File: src/rtl/button_encoder_pkg.sv
// button_encoder_pkg: shared state encodings and helpers for the button front end and game controller.
package button_encoder_pkg;

    typedef enum logic [1:0] {
        BTN_IDLE_S,
        BTN_PRESS_DB_S,
        BTN_WAIT_REL_S,
        BTN_REL_DB_S
    } btn_state_e;

    typedef enum logic [2:0] {
        CTRL_IDLE_S,
        CTRL_SHOW_S,
        CTRL_INPUT_S,
        CTRL_WIN_S,
        CTRL_LOSE_S
    } ctrl_state_e;

    function automatic logic is_onehot(input logic [3:0] v);
        return (v != 4'd0) && ((v & (v - 4'd1)) == 4'd0);
    endfunction

    function automatic logic [1:0] enc4(input logic [3:0] v);
        return v[3] ? 2'd3 : v[2] ? 2'd2 : v[1] ? 2'd1 : 2'd0;
    endfunction

    function automatic int cnt_width(input longint a, input longint b);
        return $clog2((a > b ? a : b) + 1);
    endfunction

endpackage

File: src/rtl/button_encoder_sync_2ff.sv
// sync_2ff: two-flop synchronizer for asynchronous inputs, reset to zero.
module sync_2ff #(
    parameter int W = 1
) (
    input  logic         clk_i,
    input  logic         rst_i,
    input  logic [W-1:0] d_i,
    output logic [W-1:0] q_o
);

    logic [W-1:0] meta_q;
    logic [W-1:0] sync_q;

    always_ff @(posedge clk_i) begin
        if (rst_i) begin
            meta_q <= '0;
            sync_q <= '0;
        end else begin
            meta_q <= d_i;
            sync_q <= meta_q;
        end
    end

    assign q_o = sync_q;

endmodule

File: src/rtl/button_encoder.sv
// button_encoder: debounces four colour buttons into a key strobe for the game controller.
// START_HOLD_EN adds a long single-button hold that raises START_GAME.
module button_encoder
    import button_encoder_pkg::*;
#(
    parameter logic [15:0] DEBOUNCE_CYCLES = 16'd50000,
    parameter logic [23:0] HOLD_CYCLES     = 24'd10000000
) (
    input  logic       CLK,
    input  logic       RST,
    input  logic [3:0] BTN,
    input  logic       ENABLE,
    output logic [1:0] KEY,
    output logic       KEY_VALID,
    output logic       START_GAME
);

    localparam int CNT_W = cnt_width(longint'(DEBOUNCE_CYCLES), longint'(HOLD_CYCLES));
    localparam logic [CNT_W-1:0] DB_LAST  = CNT_W'(DEBOUNCE_CYCLES - 16'd1);
    localparam logic [CNT_W-1:0] REL_LAST = DB_LAST - CNT_W'(1);

    logic [3:0]       s;
    btn_state_e       state_q;
    logic [3:0]       cand_q;
    logic [CNT_W-1:0] cnt_q;
    logic [CNT_W-1:0] cnt_d;
    logic [1:0]       key_q;
    logic             kv_q;

    sync_2ff #(.W(4)) u_sync (
        .clk_i(CLK),
        .rst_i(RST),
        .d_i  (BTN),
        .q_o  (s)
    );

    always_comb cnt_d = (&cnt_q) ? cnt_q : cnt_q + CNT_W'(1);

`ifdef START_HOLD_EN
    localparam logic [CNT_W-1:0] HOLD_LAST = CNT_W'(HOLD_CYCLES - 24'd1);

    logic [CNT_W-1:0] hold_q;
    logic [CNT_W-1:0] hold_d;
    logic             armed_q;
    logic             done_q;
    logic             sg_q;

    always_comb hold_d = (&hold_q) ? hold_q : hold_q + CNT_W'(1);
`endif

    always_ff @(posedge CLK) begin
        if (RST) begin
            state_q <= BTN_IDLE_S;
            cand_q  <= '0;
            cnt_q   <= '0;
            key_q   <= 2'b00;
            kv_q    <= 1'b0;
`ifdef START_HOLD_EN
            hold_q  <= '0;
            armed_q <= 1'b0;
            done_q  <= 1'b0;
            sg_q    <= 1'b0;
`endif
        end else begin
            kv_q <= 1'b0;
`ifdef START_HOLD_EN
            sg_q <= 1'b0;
`endif
            case (state_q)
                BTN_IDLE_S: begin
                    if (s != 4'd0) begin
                        cand_q  <= s;
                        cnt_q   <= '0;
                        state_q <= BTN_PRESS_DB_S;
                    end
                end
                BTN_PRESS_DB_S: begin
                    if (s == 4'd0) begin
                        state_q <= BTN_IDLE_S;
                    end else if (s != cand_q) begin
                        cand_q <= s;
                        cnt_q  <= '0;
                    end else if (cnt_q >= DB_LAST) begin
                        state_q <= BTN_WAIT_REL_S;
`ifdef START_HOLD_EN
                        hold_q  <= '0;
                        done_q  <= 1'b0;
                        armed_q <= is_onehot(cand_q);
`endif
                        // Chords are swallowed here: no KEY update, but release is still awaited.
                        if (is_onehot(cand_q)) begin
                            key_q <= enc4(cand_q);
                            kv_q  <= ENABLE;
                        end
                    end else begin
                        cnt_q <= cnt_d;
                    end
                end
                BTN_WAIT_REL_S: begin
                    if (s == 4'd0) begin
                        cnt_q   <= '0;
                        state_q <= BTN_REL_DB_S;
                    end
`ifdef START_HOLD_EN
                    else if (armed_q && !done_q && s == cand_q) begin
                        if (hold_q >= HOLD_LAST) begin
                            sg_q   <= 1'b1;
                            done_q <= 1'b1;
                        end else begin
                            hold_q <= hold_d;
                        end
                    end
`endif
                end
                BTN_REL_DB_S: begin
                    // The WAIT_REL sample that saw zero counts as the first stable sample.
                    if (s != 4'd0) begin
                        state_q <= BTN_WAIT_REL_S;
                    end else if (cnt_q >= REL_LAST) begin
                        state_q <= BTN_IDLE_S;
`ifdef START_HOLD_EN
                        armed_q <= 1'b0;
`endif
                    end else begin
                        cnt_q <= cnt_d;
                    end
                end
                default: state_q <= BTN_IDLE_S;
            endcase
        end
    end

    assign KEY       = key_q;
    assign KEY_VALID = kv_q;
`ifdef START_HOLD_EN
    assign START_GAME = sg_q;
`else
    assign START_GAME = 1'b0;
`endif

endmodule

File: config.mk
export PLATFORM = sky130hd
export DESIGN_NAME = button_encoder
export DESIGN_NICKNAME = d
export VERILOG_FILES = /design/src/rtl/button_encoder_pkg.sv /design/src/rtl/button_encoder_sync_2ff.sv /design/src/rtl/button_encoder.sv
export SDC_FILE = /design/constraint.sdc
export NUM_CORES = 1
export LEC_CHECK = 0
export CAP_MARGIN = 25
export CORE_MARGIN = 4
export CORE_UTILIZATION = 35
export DETAILED_ROUTE_END_ITERATION = 8
export PLACE_DENSITY = 0.53
export SYNTH_ARGS = -nofsm -noshare
export SYNTH_HDL_FRONTEND = slang
export SYNTH_HIERARCHICAL = 1
export SYNTH_SLANG_ARGS = --single-unit
export TNS_END_PERCENT = 5
File: constraint.sdc
create_clock -name CLK -period 2.9 [get_ports CLK]
set_clock_uncertainty 0.15 [all_clocks]
set_input_delay 0.58 -clock CLK [delete_from_list [all_inputs] [get_ports CLK]]
set_output_delay 0.58 -clock CLK [all_outputs]
set_load 0.03 [all_outputs]
==> results.tsv, run 1 <==
stage	metric	value	unit
synthesis	ys.warnings.count	6	
sta	max-slew-margin-rel	64.94	%
critical_path	regToRegSetupSlack	0.38	ns
clock_network	worst_skew_pair.late_latency	0.30	ns
drt	drc_errors	0	
synthesis	synth_seq_cells	41	
sta	final.min_clock_period	2.521	ns
floorplanning	placementRows	26	
power_and_ir_drop	power.switching	280.0	µW
drt	vias	1556	
clock_network	post_cts.resized_instances	0	
synthesis	synthAdderAreaFrac	1.278	%
finish	insertedDiodeCount	0	
clock_network	htree_levels	2	
critical_path	timing_worst_setup_path_type	reg2reg	
critical_path	critical-path-slowest-cell	sky130_fd_sc_hd__dfxtp_1	
power_and_ir_drop	ir_drop	218.2	µV
critical_path	crit-reg2reg-capture	cnt_q[14]	
critical_path	cp.required	2.94	ns
floorplanning	die_height	82.80	µm
sta	rsz0062_at_grt	no	
power_and_ir_drop	leakage	0.7657	nW
clock_network	tritoncts.num_buffers	5	
drt	via_per_inst	5.293	
placed_design	placed_cells_incl_taps	286	
floorplanning	dieWidth	82.80	µm
synthesis	syn-instance-count	211	
finish	final_layout_size_suffix_gt1_share	9.821	%
critical_path	timing.rr.start	cnt_q[1]	
clock_network	cts.reportedPaths.clkPinSlew	0.08	ns
synthesis	synth.area.mux_share	2.045	%
run_status	run_status	finished, final reports clean	
placed_design	gp_congestion	0.8102	
power_and_ir_drop	share_comb_of_total_power	8.2	%
power_and_ir_drop	switching_share	24.39	%
drt	totalWireLength	4.003	mm
placed_design	dp.final_hpwl	2.825	mm
synthesis	syn_nets	220	
synthesis	synthXorXnorAreaFrac	2.236	%
sta	tightestPinTransition	0.5224	ns
hold_path	holdPathStages	1	
hold_path	worstHoldEndpoint	u_sync/q_o[2]	
synthesis	post_synth_top_flop	sky130_fd_sc_hd__dfxtp_1	
clock_network	clock-sinks	41	
clock_network	cts_buffer_depth	2	
hold_path	min-delay-path-class	reg2reg	
synthesis	yosysUniqueCellTypes	45	
sta	slew_violations	0	
placed_design	io_buffer_count	9	
finish	fin_nets	232	
synthesis	synth_compound_area_share	18.72	%
power_and_ir_drop	totalPowerFinal	1.148	mW
drt	avgRoutedWirePerCell	13.62	µm
floorplanning	dieArea	0.006855	mm²
hold_path	hold_start	u_sync/meta_q[2]	
synthesis	synth_top_family_by_area	simple AND/OR/NAND/NOR gates	
global_route	grt_start_max_net_pins	22	
clock_network	cts_root_buffer	sky130_fd_sc_hd__clkbuf_8	
power_and_ir_drop	clkPwrFrac	41.1	%
critical_path	rr_worst_depth	8	
finish	area_delta_synth_final	13.55	%
drt	first_pass_iters	4	
synthesis	ys_seq_area_share	41.92	%
sta	finalSetupViolCount	0	
critical_path	worstPathCellList	ha_1 -> nand3_1 -> a211oi_1 -> o211ai_4 -> a22oi_4 -> buf_4 -> nor2_1 -> a32o_1	
clock_network	cts_tree	yes	
synthesis	ys_async_sr_fraction	0	%
global_route	first_global_vias	1442	
synthesis	post_synth_instance_area	0.001958	mm²
floorplanning	ioPinCount	11	
global_route	antenna_found_initial	0	
clock_network	post_cts_setup_repair_buffer_count	0	
clock_network	cts_hold_repair.buffers	0	
critical_path	worst_ep_arrival_time	2.56	ns
sta	fin_crit_sh	86.94	%
drt	first_iter_violations	85	
critical_path	crit_path_max_incr_delay	0.43	ns
critical_path	setup.worst_path.start_class	register	
sta	final_hold_viol_count	0	
critical_path	worst_setup_path_end_kind	register	
drt	postRouteAntennaNets	0	
synthesis	synth_simple_gate_area_share	30.10	%
global_route	overall_global_routing_usage	13.20	%
global_route	grt_first_pass_wirelength	6.837	mm
flow_run	drv_cap	0	
finish	finish.cell_count_without_fillers	294	
floorplanning	floorplan.core_area	0.005270	mm²
floorplanning	starting_utilization_of_the_core_area	37.16	%
power_and_ir_drop	power.density_cell_area	516.3	mW/mm²
synthesis	synth-edff-count	0	
critical_path	critical_path_peak_fanout	10	
power_and_ir_drop	cellInternalPower	867.9	µW
sta	timing.setup.tns	0	ns
sta	max_clock_freq	396.6	MHz
power_and_ir_drop	pwr-share-seq	50.7	%
global_route	globalRouteOverflowTotal	0	
synthesis	postSynthAreaPerCell	9.280	µm²
critical path, delay by kind of cell (launching register included):
family,cells,cell delay (ns)
AO/OA/AOI/OAI,4,1.10
flip-flops,1,0.43
adder cells (fa/ha/maj),1,0.27
buffers and inverters,1,0.23
AND/OR/NAND/NOR,2,0.23
logic make-up (layout without fill, tap and decap cells):
family / count (synthesis) / count (layout)
mux: 4 / 4
xor+xnor: 5 / 5
buf+inv: 11 / 24
other cells: 1 / 1
fa+ha+maj: 2 / 2
simple gates: 95 / 95
flops: 41 / 41
compound gates: 52 / 52
layout make-up:
cell class                      instances  area (µm²)
Fill cell                             543        3047
Multi-Input combinational cell        159        1069
Sequential cell                        41       820.8
Timing Repair Buffer                   13       120.1
Tap cell                               70       87.58
Clock buffer                            5       68.82
Clock inverter                          3       46.29
Inverter                                3       11.26
per-stage QoR:
stage / instance area [µm²] / util, % / setup slack [ns] / hold slack (ns)
global placement: 2108 / 40.00 / 0.4088 / 0.2711
detailed placement: 2108 / 40.00 / 0.4327 / 0.2720
finish: 2223 / 42.19 / 0.3786 / 0.2884
CTS: 2223 / 42.19 / 0.3930 / 0.2928
global route: 2223 / 42.19 / 0.2195 / 0.3095
floorplan: 1958 / - / 0.7473 / 0.2638
synthesized netlist by cell type (2+ instances only):
cell                       instances  area (µm²)
sky130_fd_sc_hd__and4_1            4       35.03
sky130_fd_sc_hd__xor2_1            5       43.79
sky130_fd_sc_hd__ha_1              2       25.02
sky130_fd_sc_hd__dfxtp_1          41       820.8
sky130_fd_sc_hd__a31oi_1           2       12.51
sky130_fd_sc_hd__clkbuf_1          3       11.26
sky130_fd_sc_hd__nor2_1           18       67.56
sky130_fd_sc_hd__nor4_4            2       42.54
sky130_fd_sc_hd__nor4_2            3       37.54
sky130_fd_sc_hd__a211oi_1          4       30.03
sky130_fd_sc_hd__o21ai_1           5       25.02
sky130_fd_sc_hd__nor3_1            5       25.02
sky130_fd_sc_hd__a32o_1            2       20.02
sky130_fd_sc_hd__nand2_1           8       30.03
sky130_fd_sc_hd__o31ai_1           7       52.55
sky130_fd_sc_hd__and2_1            8       50.05
sky130_fd_sc_hd__nand3_1          11       55.05
sky130_fd_sc_hd__o21ai_0           6       30.03
sky130_fd_sc_hd__a21oi_1          14       70.07
sky130_fd_sc_hd__mux2i_1           4       40.04
sky130_fd_sc_hd__o211ai_1          2       15.01
sky130_fd_sc_hd__nor2b_1           8       50.05
sky130_fd_sc_hd__or4_1            10       75.07
sky130_fd_sc_hd__nand4_1           3       18.77
sky130_fd_sc_hd__o21a_1            3       22.52
sky130_fd_sc_hd__and3_1            5       31.28
sky130_fd_sc_hd__or3_1             2       12.51
sky130_fd_sc_hd__buf_6             3       33.78
sky130_fd_sc_hd__nor4_1            3       18.77
sky130_fd_sc_hd__inv_1             3       11.26
power groups by stage:
stage	logic [mW]	registers (mW)	clock network, mW
after floorplan	0.0704	0.593	0
after global placement	0.0951	0.595	0
after detailed placement	0.0954	0.595	0
after CTS	0.0955	0.582	0.490
after global routing	0.104	0.584	0.514
final	0.0941	0.582	0.472
placed cells by master (no fill, tap or decap), types with 3 or more instances in the layout:
cell type	instances
sky130_fd_sc_hd__dfxtp_1	41
sky130_fd_sc_hd__or4_1	10
sky130_fd_sc_hd__o21ai_0	6
sky130_fd_sc_hd__nand2_1	8
sky130_fd_sc_hd__a211oi_1	4
sky130_fd_sc_hd__nand4_1	3
sky130_fd_sc_hd__xor2_1	5
sky130_fd_sc_hd__nor3_1	5
sky130_fd_sc_hd__o21a_1	3
sky130_fd_sc_hd__and4_1	4
sky130_fd_sc_hd__clkbuf_8	5
sky130_fd_sc_hd__clkdlybuf4s50_1	9
sky130_fd_sc_hd__nor4_1	3
sky130_fd_sc_hd__o31ai_1	7
sky130_fd_sc_hd__nor4_2	3
sky130_fd_sc_hd__and2_1	8
sky130_fd_sc_hd__nor2_1	18
sky130_fd_sc_hd__buf_4	4
sky130_fd_sc_hd__a21oi_1	14
sky130_fd_sc_hd__and3_1	5
sky130_fd_sc_hd__o21ai_1	5
sky130_fd_sc_hd__inv_1	3
sky130_fd_sc_hd__nand3_1	11
sky130_fd_sc_hd__mux2i_1	4
sky130_fd_sc_hd__nor2b_1	8
metal layers:
layer  track usage [%]  wire [µm]
met1             17.80       2082
met2             19.39       1708
met3             3.348        135
met4             6.699         77
met5                 0          0
worst max path at each step:
stage / start / to / slack, ns / cells past startpoint
final: cnt_q[1] / cnt_q[14] / 0.38 / 8
after global routing: cnt_q[1] / cnt_q[14] / 0.22 / 8
after CTS: cnt_q[1] / cnt_q[14] / 0.39 / 8
after detailed placement: cnt_q[1] / cnt_q[7] / 0.43 / 8
after global placement: cnt_q[1] / cnt_q[14] / 0.41 / 8
after floorplan: cnt_q[1] / cnt_q[15] / 0.75 / 9
sequential cells by signal, summed over array words and instances (netlist names), named ones only:
signal / count
state_q: 1
KEY_VALID: 1
KEY: 2
u_sync/meta_q: 4
u_sync/q_o: 4
cand_q: 4
cnt_q: 24
Power figures use the tool's default switching activity.
==> run 2, diff against run 1 <==
- HOLD_SLACK_MARGIN: unset -> 0.03
- PLACE_DENSITY: 0.53 -> 0.54
- SKIP_CTS_REPAIR_TIMING: unset -> 1
- SYNTH_HIERARCHICAL: 1 -> unset
==> run 2 against run 1 <==
  * Global-route usage down 0.50 points
  * Via count down 4.1%
  * Final area about the same
  * Non-clock buffer count unchanged
  * Maximum frequency up 4.8%
  * Sequential cell count unchanged
  * Worst setup slack better by 0.12 ns
  * Largest power group unchanged
==> results.tsv, run 2 <==
stage	metric	value	unit	change
clock_network	cts_root_buffer	sky130_fd_sc_hd__clkbuf_8		unchanged
finish	mostFrequentLayoutCell	sky130_fd_sc_hd__dfxtp_1		unchanged
clock_network	cts.reportedPaths.clkPinSlew	0.08	ns	about the same
synthesis	synth.area.mux_share	4.178	%	was 2.045%
sta	timing.setup.tns	0	ns	unchanged
drt	vias	1492		was 1556
sta	rsz0062_at_grt	no		unchanged
synthesis	synth_simple_gate_area_share	28.33	%	was 30.10%
critical_path	regToRegSetupSlack	0.49	ns	was 0.38 ns
drt	avgRoutedWirePerCell	12.84	µm	was 13.62 µm
finish	final_layout_size_suffix_gt1_share	11.82	%	was 9.821%
power_and_ir_drop	power.density_cell_area	550.9	mW/mm²	was 516.3 mW/mm²
finish	finish.cell_count_without_fillers	290		was 294
critical_path	critical-path-slowest-cell	sky130_fd_sc_hd__or4b_1		was sky130_fd_sc_hd__dfxtp_1
global_route	grt_first_pass_wirelength	6.479	mm	was 6.837 mm
synthesis	synth_top_cells_by_count	sky130_fd_sc_hd__dfxtp_1, sky130_fd_sc_hd__nor2_1, sky130_fd_sc_hd__nand2_1, sky130_fd_sc_hd__a21oi_1, sky130_fd_sc_hd__and2_1		was sky130_fd_sc_hd__dfxtp_1, sky130_fd_sc_hd__nor2_1, sky130_fd_sc_hd__a21oi_1, sky130_fd_sc_hd__nand3_1, sky130_fd_sc_hd__or4_1
critical_path	timing.rr.start	cnt_q[10]		was cnt_q[1]
sta	tightestPinTransition	0.7898	ns	was 0.5224 ns
placed_design	placed_cells_incl_taps	282		was 286
synthesis	yosysUniqueCellTypes	50		was 45
critical_path	cp.required	2.98	ns	was 2.94 ns
hold_path	min-delay-path-class	reg2reg		unchanged
power_and_ir_drop	cellInternalPower	956.6	µW	was 867.9 µW
synthesis	synth-edff-count	0		unchanged
clock_network	tritoncts.num_buffers	5		unchanged
global_route	first_global_vias	1366		was 1442
finish	max_reg_flops	24		unchanged
flow_run	drv_cap	0		unchanged
clock_network	cts_buffer_depth	2		unchanged
sta	fin_crit_sh	82.97	%	was 86.94%
critical_path	rr_worst_depth	6		was 8
critical_path	worstPathCellList	nor4_1 -> o211ai_1 -> o211ai_2 -> a22oi_4 -> or4b_1 -> a21oi_1		was ha_1 -> nand3_1 -> a211oi_1 -> o211ai_4 -> a22oi_4 -> buf_4 -> nor2_1 -> a32o_1
synthesis	synth_largest_area_cell	sky130_fd_sc_hd__dfxtp_1		unchanged
finish	insertedDiodeCount	0		unchanged
floorplanning	floorplan.core_area	0.005205	mm²	was 0.005270 mm²
critical_path	worst_ep_arrival_time	2.48	ns	was 2.56 ns
hold_path	holdPathStages	1		unchanged
sta	max-slew-margin-rel	47.35	%	was 64.94%
finish	most-common-layout-cells	sky130_fd_sc_hd__dfxtp_1, sky130_fd_sc_hd__nor2_1, sky130_fd_sc_hd__nand2_1		was sky130_fd_sc_hd__dfxtp_1, sky130_fd_sc_hd__nor2_1, sky130_fd_sc_hd__a21oi_1
hold_path	worstHoldEndpoint	u_sync.q_o[3]		was u_sync/q_o[2]
clock_network	cts_tree	yes		unchanged
synthesis	most_repeated_cell_in_the_gate_level_netlist_after_synthesis	sky130_fd_sc_hd__dfxtp_1		unchanged
placed_design	placedInstanceArea	0.002087	mm²	was 0.002108 mm²
sta	max_clock_freq	415.6	MHz	was 396.6 MHz
placed_design	io_buffer_count	9		unchanged
finish	post-route-cell-area	0.002225	mm²	was 0.002223 mm²
global_route	overall_global_routing_usage	12.70	%	was 13.20%
finish	fin_nets	228		was 232
sta	final_hold_viol_count	0		unchanged
placed_design	dp.final_hpwl	2.723	mm	was 2.825 mm
global_route	antenna_found_initial	0		unchanged
drt	drc_errors	0		unchanged
floorplanning	placementRows	26		unchanged
critical_path	timing_worst_setup_path_type	reg2reg		unchanged
drt	postRouteAntennaNets	0		unchanged
floorplanning	starting_utilization_of_the_core_area	36.83	%	was 37.16%
clock_network	htree_levels	2		unchanged
floorplanning	die_height	82.01	µm	was 82.80 µm
synthesis	ys_seq_area_share	42.82	%	was 41.92%
critical_path	worst_setup_path_end_kind	register		unchanged
synthesis	syn-instance-count	207		was 211
drt	via_per_inst	5.145		was 5.293
critical_path	crit-reg2reg-capture	cnt_q[13]		was cnt_q[14]
synthesis	synthAdderAreaFrac	1.305	%	was 1.278%
floorplanning	ioPinCount	11		unchanged
clock_network	worst_skew_pair.late_latency	0.29	ns	was 0.30 ns
power_and_ir_drop	share_comb_of_total_power	7.7	%	was 8.2%
synthesis	synth_seq_cells	41		unchanged
sta	slew_violations	0		unchanged
drt	totalWireLength	3.725	mm	was 4.003 mm
power_and_ir_drop	power.switching	269.0	µW	was 280.0 µW
synthesis	synth_top_cells_by_area	sky130_fd_sc_hd__dfxtp_1, sky130_fd_sc_hd__mux2i_1, sky130_fd_sc_hd__xor2_1, sky130_fd_sc_hd__and2_1, sky130_fd_sc_hd__a21oi_1		was sky130_fd_sc_hd__dfxtp_1, sky130_fd_sc_hd__or4_1, sky130_fd_sc_hd__a21oi_1, sky130_fd_sc_hd__nor2_1, sky130_fd_sc_hd__nand3_1
global_route	globalRouteOverflowTotal	0		unchanged
finish	area_delta_synth_final	16.06	%	was 13.55%
global_route	grt_start_max_net_pins	18		was 22
floorplanning	dieArea	0.006725	mm²	was 0.006855 mm²
sta	finalSetupViolCount	0		unchanged
floorplanning	dieWidth	82.01	µm	was 82.80 µm
power_and_ir_drop	leakage	0.7714	nW	was 0.7657 nW
placed_design	gp_congestion	0.8048		was 0.8102
synthesis	synth.top_cell.area_share	42.82	%	was 41.92%
synthesis	post_synth_instance_area	0.001917	mm²	was 0.001958 mm²
hold_path	hold_start	u_sync.meta_q[3]		was u_sync/meta_q[2]
critical_path	critical_path_peak_fanout	17		was 10
critical_path	setup.worst_path.start_class	register		unchanged
synthesis	synth_top_family_by_area	simple AND/OR/NAND/NOR gates		unchanged
synthesis	syn_nets	216		was 220
synthesis	ys.warnings.count	0		was 6
synthesis	ys_async_sr_fraction	0	%	unchanged
sta	final.min_clock_period	2.406	ns	was 2.521 ns
drt	first_pass_iters	4		unchanged
synthesis	postSynthAreaPerCell	9.260	µm²	was 9.280 µm²
synthesis	post_synth_top_flop	sky130_fd_sc_hd__dfxtp_1		unchanged
power_and_ir_drop	switching_share	21.95	%	was 24.39%
power_and_ir_drop	pwr-share-seq	47.6	%	was 50.7%
power_and_ir_drop	ir_drop	233.2	µV	was 218.2 µV
clock_network	clock-sinks	41		unchanged
power_and_ir_drop	clkPwrFrac	44.7	%	was 41.1%
synthesis	synth_compound_area_share	16.45	%	was 18.72%
critical_path	crit_path_max_incr_delay	0.55	ns	was 0.43 ns
finish	regMostFlops	cnt_q		unchanged
drt	first_iter_violations	100		was 85
synthesis	synthXorXnorAreaFrac	3.198	%	was 2.236%
run_status	run_status	finished, final reports clean		unchanged
==> run 2: final cells by class <==
class | instances | area, µm²
clock inverter | 3 | 68.82
inverter | 8 | 30.03
tap | 70 | 87.58
multi-input combinational | 150 | 1028
clock buffer | 5 | 68.82
timing repair buffer | 13 | 120.1
sequential | 41 | 820.8
fill | 520 | 2980
==> run 2: logic make-up (layout without fill, tap and decap cells) <==
group	count (synthesis)	count (layout)
AO/OA/AOI/OAI	42	42
XOR/XNOR	7	7
adder cells (fa/ha/maj)	2	2
buffers and inverters	16	29
flip-flops	41	41
multiplexers	8	8
other	1	1
AND/OR/NAND/NOR	90	90
==> run 2: worst max-delay path, delay by kind of cell (launching register included) <==
kind             cells  cell delay, ns
AO/OA/AOI/OAI        4            0.94
flip-flops           1            0.35
AND/OR/NAND/NOR      2            0.90
==> run 2: metrics by stage <==
stage	util [%]	hold slack [ns]	setup WS, ns	total power [mW]
after floorplan	-	0.2638	0.7888	0.6634
after global placement	40.10	0.2674	0.5454	0.6909
final	42.74	0.2912	0.4939	1.226
after CTS	42.74	0.2967	0.4921	1.241
after detailed placement	40.10	0.2766	0.5151	0.6916
after global routing	42.74	0.3094	0.2230	1.280
==> run 2: worst max-delay path by stage <==
stage | startpoint | to | slack [ns] | cells past startpoint
after detailed placement | cnt_q[0] | cnt_q[10] | 0.52 | 8
after global routing | cnt_q[11] | cnt_q[7] | 0.22 | 6
after global placement | cnt_q[11] | cnt_q[7] | 0.55 | 6
after floorplan | cnt_q[0] | cnt_q[13] | 0.79 | 9
after CTS | cnt_q[0] | cnt_q[7] | 0.49 | 8
final | cnt_q[10] | cnt_q[13] | 0.49 | 6
==> run 2: power groups by stage <==
stage          Clock (mW)  Sequential, mW  Combinational (mW)
3_3_place_gp            0           0.597              0.0940
4_1_cts             0.563           0.583              0.0952
2_1_floorplan           0           0.594              0.0690
3_5_place_dp            0           0.597              0.0948
5_1_grt             0.589           0.585               0.106
6_report            0.547           0.583              0.0947
==> run 2: layer usage <==
layer / vias to the layer above / share of wire, % / global-route usage (%)
li1: 778 / - / -
met1: 686 / 53 / 17.90
met2: 23 / 41 / 17.85
met3: 5 / 3.9 / 3.618
met4: 0 / 1.6 / 5.482
met5: - / 0 / 0
